--- src/rtl/seq_det_prog.sv ---
// Programmable serial pattern detector with overlap / non-overlap modes.
// Optional saturating match counter enabled by defining SEQ_DET_COUNT_EN.
module seq_det_prog #(
    parameter  int MAX_LEN = 8,
    parameter  int CNT_W   = 8,
    localparam int LEN_W   = $clog2(MAX_LEN + 1)
) (
    input  logic               clock,
    input  logic               reset,
    input  logic               pat_load,
    input  logic [MAX_LEN-1:0] pat_in,
    input  logic [LEN_W-1:0]   len_in,
    input  logic               overlap_in,
    input  logic               inp,
    input  logic               inp_valid,
    output logic               result,
    output logic [CNT_W-1:0]   match_count,
    output logic               cfg_err
);

    localparam logic [LEN_W-1:0] LMAX = LEN_W'(MAX_LEN);

    logic [MAX_LEN-1:0] r_hist;
    logic [LEN_W-1:0]   r_fill;
    logic [MAX_LEN-1:0] r_pat;
    logic [LEN_W-1:0]   r_len;
    logic               r_ovl;
    logic               r_result;
    logic               r_cfg_err;

    logic [MAX_LEN-1:0] w_hist_n;
    logic [LEN_W-1:0]   w_fill_n;
    logic [MAX_LEN-1:0] w_mask;
    logic               w_match;
    logic               w_len_ok;
    logic               w_sample;

    assign w_hist_n = {r_hist[MAX_LEN-2:0], inp};
    assign w_fill_n = (r_fill >= LMAX) ? LMAX : r_fill + 1'b1;
    // Only the low len bits of history and pattern take part in the compare
    assign w_mask   = ~({MAX_LEN{1'b1}} << r_len);
    assign w_match  = (w_fill_n >= r_len) &&
                      (((w_hist_n ^ r_pat) & w_mask) == '0);
    assign w_len_ok = (len_in != '0) && (len_in <= LMAX);
    assign w_sample = inp_valid && !pat_load;

    always_ff @(posedge clock or posedge reset) begin
        if (reset) begin
            r_hist    <= '0;
            r_fill    <= '0;
            r_pat     <= MAX_LEN'(3'b101);
            r_len     <= LEN_W'(3);
            r_ovl     <= 1'b1;
            r_result  <= 1'b0;
            r_cfg_err <= 1'b0;
        end else begin
            r_cfg_err <= pat_load && !w_len_ok;
            r_result  <= w_sample && w_match;
            if (pat_load) begin
                if (w_len_ok) begin
                    r_pat  <= pat_in;
                    r_len  <= len_in;
                    r_ovl  <= overlap_in;
                    r_hist <= '0;
                    r_fill <= '0;
                end
            end else if (inp_valid) begin
                r_hist <= w_hist_n;
                r_fill <= (w_match && !r_ovl) ? '0 : w_fill_n;
            end
        end
    end

`ifdef SEQ_DET_COUNT_EN
    logic [CNT_W-1:0] r_count;

    always_ff @(posedge clock or posedge reset) begin
        if (reset) begin
            r_count <= '0;
        end else if (w_sample && w_match && (r_count != '1)) begin
            r_count <= r_count + 1'b1;
        end
    end

    assign match_count = r_count;
`else
    assign match_count = '0;
`endif

    assign result  = r_result;
    assign cfg_err = r_cfg_err;

endmodule

--- config.mk ---
export PLATFORM = sky130hd
export DESIGN_NAME = seq_det_prog
export DESIGN_NICKNAME = d
export VERILOG_FILES = /design/src/rtl/seq_det_prog.sv
export SDC_FILE = /design/constraint.sdc
export NUM_CORES = 1
export LEC_CHECK = 0
export CORE_MARGIN = 10
export CORE_UTILIZATION = 32
export CTS_CLUSTER_SIZE = 8
export DETAILED_ROUTE_END_ITERATION = 6
export SLEW_MARGIN = 15
export SYNTH_ARGS = -nofsm -noshare
export SYNTH_HDL_FRONTEND = slang
export SYNTH_SLANG_ARGS = --single-unit
--- constraint.sdc ---
create_clock -name clock -period 5 [get_ports clock]
set_clock_uncertainty 0.05 [all_clocks]
set_input_delay 1 -clock clock [delete_from_list [all_inputs] [get_ports clock]]
set_output_delay 1 -clock clock [all_outputs]
set_load 0.03 [all_outputs]
=== Yosys cells after proc, flatten, opt, wreduce, memory -nomap -nowiden ===
Index checks and enable logic that the tools add are counted.

* Bitwise gates (word level): 3
* Shift operators: 1
* Reductions and logical operators: 14
* Divide/modulo/power cells: 0
* Equal/unequal tests: 1
* Order comparisons: 3
* Add/sub/neg operators: 1
* Multiply operators: 0
* Multiplexer cells: 8

{| class="wikitable"
|+ Operators by type and width
! cell !! count
|-
| $mux 7 || 3
|-
| $mux 4 || 5
|-
| $and 8x8->8 || 1
|-
| $logic_not 8->1 || 1
|-
| $not 8->8 || 1
|-
| $shl 8x4->8 const A || 1
|-
| $xor 8x8->8 || 1
|-
| $logic_and 1x1->1 || 6
|-
| $add 4x1->4 const B || 1
|-
| $ge 4x4->1 || 1
|-
| $ge 4x4->1 const B || 1
|-
| $le 4x4->1 const B || 1
|-
| $reduce_and 2->1 || 2
|-
| $reduce_bool 4->1 || 1
|-
| $logic_not 1->1 || 3
|-
| $ne 2x1->1 const B || 1
|-
| $reduce_bool 2->1 || 1
|}

* Word-level logic and storage cells: 38
* Bits of input ports: 18
* Memory bits (writable): 0
* Memories kept: 0
* Output and inout bits: 10
* ROM bits: 0
* Latch bits: 0
* Register bits after elaboration: 26

=== Depth between registers and ports, before layout ===
Gate-level depths: netlist (run 1).

* Depth in word-level cells: 9
* Depth in mapped cells: 8

=== Worst setup path before layout (run 1) ===
No wires, ideal clock.

* Kind: input-to-reg
* Start point: in len_in[3]
* End point: reg r_pat[1]
* Data arrival time: 2,259 ps
* Library setup time: 125 ps
* Cell stages on the path: 5
* Setup slack: 2,566 ps
* Path through: or4_1 > buf_2 > and3_4 > buf_6 > mux2_4

* Word-level cells in the longest chain between the ends: 3
* Elaborated cells between the ends (all ways): 4

{| class="wikitable"
|+ Ends and longest elaborated chain
! element !! RTL line !! RTL
|-
| start, declared || 12 || <nowiki>input logic [LEN_W-1:0] len_in,</nowiki>
|-
| $le 4x4->1 / $reduce_bool 4->1 (equally long branches) || 44 || <nowiki>assign w_len_ok = (len_in != '0) && (len_in <= LMAX);</nowiki>
|-
| $logic_and 1x1->1 * || 44 ||
|-
| $reduce_and 2->1 (no source line) * || - ||
|-
| end signal, assigned || 51 || <nowiki>r_pat <= MAX_LEN'(3'b101);</nowiki>
|-
| end signal, assigned || 61 || <nowiki>r_pat <= pat_in;</nowiki>
|-
| end, declared || 25 || <nowiki>logic [MAX_LEN-1:0] r_pat;</nowiki>
|}

Mark *: on every way between the ends. The rest lies on a longest branch, timed or not.
A chain may end at the register's enable or synchronous reset.

=== Worst setup path in the final report (run 1) ===
* Start point: in len_in[1]
* End point: reg r_pat[5]

The elaborated chain is that of the path after synthesis.

==> flow_summary_export.csv, run 1 <==
group,metric,value,unit
placed_design,portBuffers,19,
synthesis,async_flop_share,100.0,%
power_and_ir_drop,powerDensity,387.5,mW/mm²
global_route,grt_pass1_vias,1129,
timing,period_minus_slack,2.853,ns
finish,nFillCells,487,
synthesis,yosys_warnings,0,
setup_path,critPathLaunchType,"input pin",
detailed_routing,wl_met3,106,µm
setup_path,setup.worst_path.end,"r_pat[5]",
setup_path,required,5.12,ns
setup_path,r2r_slack,2.46,ns
setup_path,cp-end-kind,"flip-flop",
setup_path,crit_fanout,21,
synthesis,synthFlopType,"dfrtp_1",
run,maxCapViolations,0,
cts,clk_latency,0.27,ns
synthesis,synth-seq-cells,26,
synthesis,synth_enable_flop_cells,0,
placed_design,gp_congestion,0.7935,
finish,n_antenna_cell,0,
detailed_routing,drc_errors,0,
power_and_ir_drop,swShare,33.45,%
synthesis,yosysSeqAreaShare,42.17,%
power_and_ir_drop,p_comb_share,34.6,%
power_and_ir_drop,p_clk_share,25.1,%
cts,cts.clk_slew.worst_paths,0.09,ns
power_and_ir_drop,internal-power,0.4711,mW
cts,ctsResizeCount,0,
timing,finalCritPeriodShare,57.07,%
cts,clockBufferDepth,2,
global_route,gr-usage-all-layers,7.796,%
timing,hold_viol_final,0,
die,rows,25,
synthesis,ys_types,38,
global_route,antenna_found_initial,0,
die,coreArea,0.004723,mm²
detailed_routing,num_vias,1101,
timing,setup_violations,0,
finish,syn_to_final_growth,17.27,%
cts,numClockSinks,26,
cts,cts_buffers,3,
detailed_routing,finalWirelength,3166,µm
setup_path,r2r_end,"r_fill[2]",
global_route,grt_pass1_wl,5409,µm
timing,setup_tns,0,ns
synthesis,syn_area,0.001558,mm²
timing,maxSlewHeadroom,35.24,%
detailed_routing,dr.first_iter.drc_count,25,
setup_path,r2r_start,"r_fill[0]",
detailed_routing,vias_per_cell,4.646,
setup_path,path_class,"input pin to flip-flop",
detailed_routing,drtPass1Iterations,4,
detailed_routing,ant_nets,0,
setup_path,crit_start,"len_in[1]",
global_route,grt_overflow_total,0,
die,initial_utilization,32.98,%
timing,worst_slew_pin_slew,0.9703,ns
setup_path,reg2reg_depth,8,
worst_hold_path,min_path_type,"flip-flop to flip-flop",
timing,rsz0062_at_grt,"no",
finish,drive_gt1_share,12.94,%
power_and_ir_drop,seqPwrFrac,40.3,%
synthesis,syn_inst,156,
power_and_ir_drop,ir_drop,0.2147,mV
timing,fmax,350.5,MHz
global_route,grt_max_degree,27,
die,die_w,89.77,µm
detailed_routing,met1Wirelength,1557,µm
power_and_ir_drop,p_leak,0.7643,nW
placed_design,hpwl,2359,µm
cts,cts_tree,"done",
finish,nNetsFinal,195,
detailed_routing,dr.max_layer_used,"met4",
timing,holdWs,0.4878,ns
cts,cts_setup_buffers,0,
worst_hold_path,worstHoldPathCells,2,
die,die_area,0.008059,mm²
status,outcome,"complete, no violations",
cts,htreeDepth,1,
detailed_routing,wire_per_inst,13.36,µm
timing,drv_slew,0,
power_and_ir_drop,p_switching,0.2368,mW
die,top_level_ports,28,
cts,cts_hold_buf,0,
cts,ctsRootBufferMaster,"clkbuf_8",
detailed_routing,dr_wl_met2,1486,µm
die,die_y,89.77,µm
synthesis,syn_area_per_cell,9.986,µm²
setup_path,worst_ep_arrival_time,2.97,ns
==> sequential cells by signal (all words and copies together), names as in the netlist <==
| signal | cells |
|---|---|
| r_ovl | 1 |
| result | 1 |
| cfg_err | 1 |
| r_pat | 8 |
| r_fill | 4 |
| r_len | 4 |
| r_hist | 7 |
==> cells by family (layout without fill, tap and decap cells) <==
family	after synthesis	count (layout)	synth area share [%]
AND/OR/NAND/NOR	42	42	13.81
AO/OA/AOI/OAI	36	36	15.50
flip-flops	26	26	42.17
buffers and inverters	26	33	8.996
multiplexers	10	10	9.398
XOR/XNOR	9	9	5.061
adder cells (fa/ha/maj)	6	6	4.819
other	1	8	0.2407
==> worst min-delay path by stage <==
stage,from,endpoint,slack [ns]
detailed placement,r_pat[1],r_pat[1],0.47
global route,r_pat[5],r_pat[5],0.52
finish,r_hist[3],r_hist[4],0.49
CTS,r_hist[3],r_hist[4],0.50
global placement,r_hist[1],r_hist[2],0.47
floorplan,r_hist[4],r_hist[5],0.44
==> cells in the final DEF (no fill, tap or decap), types with 2 or more instances in the layout <==
cell type        instances
dfrtp_1                 21
clkdlybuf4s50_1         19
nand2_1                 18
o21ai_0                 13
inv_1                   10
mux2_4                   9
conb_1                   8
xnor2_1                  7
nor2_1                   6
ha_1                     6
a311oi_1                 5
dfstp_2                  5
nor3_1                   4
a21oi_1                  4
nand2b_1                 4
o31ai_1                  3
clkbuf_8                 3
nor4_1                   2
a211oi_1                 2
xor2_1                   2
and3_1                   2
a221oi_1                 2
==> worst max-delay path, stage by stage <==
cell	delay, ns
clkdlybuf4s50_1	0.46
o31ai_1	0.66
and3_4	0.52
mux2_4	0.33
==> power by group through the flow <==
stage / registers [mW] / logic (mW) / clock network [mW]
after CTS: 0.286 / 0.246 / 0.181
final: 0.285 / 0.245 / 0.177
after global routing: 0.291 / 0.282 / 0.189
after global placement: 0.288 / 0.243 / 0
after floorplan: 0.281 / 0.192 / 0
after detailed placement: 0.289 / 0.245 / 0
==> through the flow <==
step                setup WS, ns  utilization [%]  std cells  area (µm²)  total power, mW
floorplan                  2.566                -        163        1584           0.4734
global placement           1.850            37.17        233        1755           0.5313
detailed placement         1.882            37.17        233        1755           0.5343
CTS                        2.166            38.68        237        1827           0.7126
global route               2.017            38.68        237        1827           0.7629
finish                     2.147            38.68        237        1827           0.7079
==> area by class of cell <==
class | count | area [µm²] | share of cell area (%)
flip-flops and latches | 26 | 656.9 | 35.96
clock buffers | 3 | 41.29 | 2.260
clock inverters | 1 | 30.03 | 1.644
multi-input cells | 111 | 787.0 | 43.08
repair buffers | 19 | 190.2 | 10.41
inverters | 10 | 37.54 | 2.055
well taps | 67 | 83.83 | 4.589
==> synth_stat cells, types with 5 or more instances <==
cell       n  share of area (%)
inv_1     10                2.4
xnor2_1    7                3.9
buf_4      8                3.9
mux2_4     9                8.7
a311oi_1   5                2.8
ha_1       6                4.8
dfstp_2    5                8.4
nor2_1     6                1.4
dfrtp_1   21                 34
o21ai_0   13                4.2
nand2_1   18                4.3
==> per-layer routing <==
layer  vias up  global-route usage, %
li1        560                      -
met3         2                  2.411
met4         0                  1.617
met2        24                  12.53
met1       515                  9.961
met5         -                      0
(Power assumes the default switching activity.)
==> run 2, diff against run 1 <==
==> constraint.sdc (replaced) <==
create_clock -name clock -period 2.3 [get_ports clock]
set_clock_uncertainty 0.05 [all_clocks]
set_input_delay 0.46 -clock clock [delete_from_list [all_inputs] [get_ports clock]]
set_output_delay 0.46 -clock clock [all_outputs]
set_load 0.03 [all_outputs]
==> run 2 against run 1 <==
Net effect: highest routed layer unchanged; register-to-register slack lost 2.4 ns; combinational power increased to 3.2 times the previous value; largest power group is now combinational cells; critical path depth rose by 6; non-clock buffer count up 19; sequential share of layout area is 3.1 points lower; wire length is 9.5% higher; die area unchanged; cell count is 8.0% higher; clock power rose by 120%; clock-buffer cell count unchanged.
==> flow_summary_export.csv, run 2 (synthesized netlist as in run 1, its figures left out) <==
group,metric,value,unit
placed_design,gp_congestion,0.7778,
power_and_ir_drop,ir_drop,0.3895,mV
detailed_routing,vias_per_cell,4.719,
timing,period_minus_slack,2.205,ns
setup_path,r2r_start,"r_fill[0]",
cts,cts_tree,"done",
finish,largest_registers,"r_pat: 8 flops, r_hist: 7 flops",
die,die_w,89.77,µm
worst_hold_path,min_path_type,"flip-flop to flip-flop",
timing,maxSlewHeadroom,66.34,%
setup_path,reg2reg_depth,10,
cts,clockBufferDepth,2,
die,coreArea,0.004723,mm²
setup_path,cp-end-kind,"flip-flop",
placed_design,hpwl,2589,µm
placed_design,portBuffers,19,
power_and_ir_drop,total_power,1.777,mW
finish,final_util,42.30,%
setup_path,path_class,"flip-flop to flip-flop",
detailed_routing,drtPass1Iterations,4,
setup_path,r2r_end,"r_fill[1]",
cts,cts.clk_slew.worst_paths,0.10,ns
finish,nNetsFinal,214,
cts,htreeDepth,1,
global_route,grt_pass1_vias,1251,
timing,setup_violations,0,
cts,clk_latency,0.28,ns
setup_path,setup.worst_path.end,"r_fill[1]",
setup_path,worst_ep_arrival_time,2.35,ns
cts,cts_buffers,3,
finish,drive_gt1_share,24.87,%
finish,nFillCells,470,
setup_path,required,2.44,ns
die,rows,25,
global_route,grt_max_degree,27,
setup_path,crit_start,"r_fill[0]",
run,maxCapViolations,0,
detailed_routing,drc_errors,0,
global_route,gr-usage-all-layers,8.384,%
timing,finalCritPeriodShare,95.86,%
timing,fmax,453.6,MHz
die,die_area,0.008059,mm²
finish,n_antenna_cell,0,
power_and_ir_drop,p_leak,0.8613,nW
detailed_routing,wire_per_inst,13.55,µm
setup_path,crit_fanout,5,
die,top_level_ports,28,
finish,syn_to_final_growth,28.27,%
global_route,grt_overflow_total,0,
power_and_ir_drop,powerDensity,889.4,mW/mm²
timing,hold_viol_final,0,
detailed_routing,num_vias,1208,
cts,cts_hold_buf,0,
setup_path,r2r_slack,0.1,ns
cts,ctsRootBufferMaster,"clkbuf_8",
status,outcome,"complete, no violations",
cts,numClockSinks,26,
timing,drv_slew,0,
finish,layout_commonest_cell,"dfrtp_1",
finish,top_register,"r_pat",
finish,final_cell_mix,"21 x dfrtp_1, 19 x clkdlybuf4s50_1, 19 x buf_4",
finish,largest_register_ffs,8,
global_route,antenna_found_initial,0,
global_route,grt_pass1_wl,5789,µm
detailed_routing,finalWirelength,3468,µm
timing,worst_slew_pin_slew,0.5049,ns
setup_path,critPathLaunchType,"flip-flop",
detailed_routing,dr.first_iter.drc_count,85,
detailed_routing,ant_nets,0,
die,die_y,89.77,µm
die,initial_utilization,32.98,%
==> run 2: cell count changes in the layout (fill, tap and decap cells not counted) <==
cell       previous run  this run
xnor2_1               7         6
xnor2_2               0         1
a2111oi_2             0         1
a2111oi_0             1         0
o31ai_2               0         2
buf_4                 0        19
nor2_1                6         5
ha_2                  0         1
nor2_2                0         1
ha_1                  6         5
o31ai_1               3         1
==> run 2: worst min path at each step <==
stage | startpoint | endpoint | slack, ns | cells after the start
final | r_hist[3] | r_hist[4] | 0.48 | 2
after global routing | r_pat[6] | r_pat[6] | 0.51 | 1
after CTS | r_hist[3] | r_hist[4] | 0.48 | 2
after detailed placement | r_hist[3] | r_hist[4] | 0.46 | 2
after floorplan | r_hist[4] | r_hist[5] | 0.44 | 2
after global placement | r_hist[3] | r_hist[4] | 0.46 | 2
==> run 2: final cells by class <==
cell class	instances	area [µm²]	area share, %
Sequential cell	26	656.9	32.87
Tap cell	67	83.83	4.195
Multi-Input combinational cell	111	815.8	40.83
Clock inverter	1	30.03	1.503
Clock buffer	3	41.29	2.066
Inverter	10	37.54	1.879
Timing Repair Buffer	38	332.8	16.66
==> run 2: critical path: stages, from the launching register on <==
cell,delay (ns)
dfrtp_1,0.39
inv_1,0.08
ha_1,0.29
nand2b_1,0.12
inv_1,0.06
ha_1,0.28
a2111oi_2,0.30
buf_4,0.16
nor4b_2,0.04
buf_4,0.16
o31ai_2,0.21
==> run 2: power by group <==
group	switching [mW]	internal, mW
Clock	0.153	0.233
Combinational	0.365	0.419
Sequential	0.0653	0.542
==> run 2: layer usage <==
metal	GRT usage [%]	routed length, µm	part of all wire, %
met3	1.912	132	3.8
met5	0	0	0
met4	3.639	70	2.0
met1	9.971	1567	45
met2	14.04	1698	49
==> run 2: what timing repair did <==
item / in CTS / in global routing
setup buffers: 0 / 1
endpoints found under the setup margin: 1 / 5
resized for setup: 1 / 6
==> run 2: per-stage QoR <==
step | area, µm² | setup WS, ns | setup TNS (ns) | hold slack [ns] | std cells
after floorplan | 1584 | 0.2592 | 0 | 0.4405 | 163
after global placement | 1891 | -0.02941 | -0.02941 | 0.4566 | 251
after detailed placement | 1891 | 0.01824 | 0 | 0.4628 | 251
after CTS | 1963 | 0.02031 | 0 | 0.4835 | 255
after global routing | 1998 | -0.01916 | -0.02579 | 0.5114 | 256
final | 1998 | 0.09530 | 0 | 0.4798 | 256
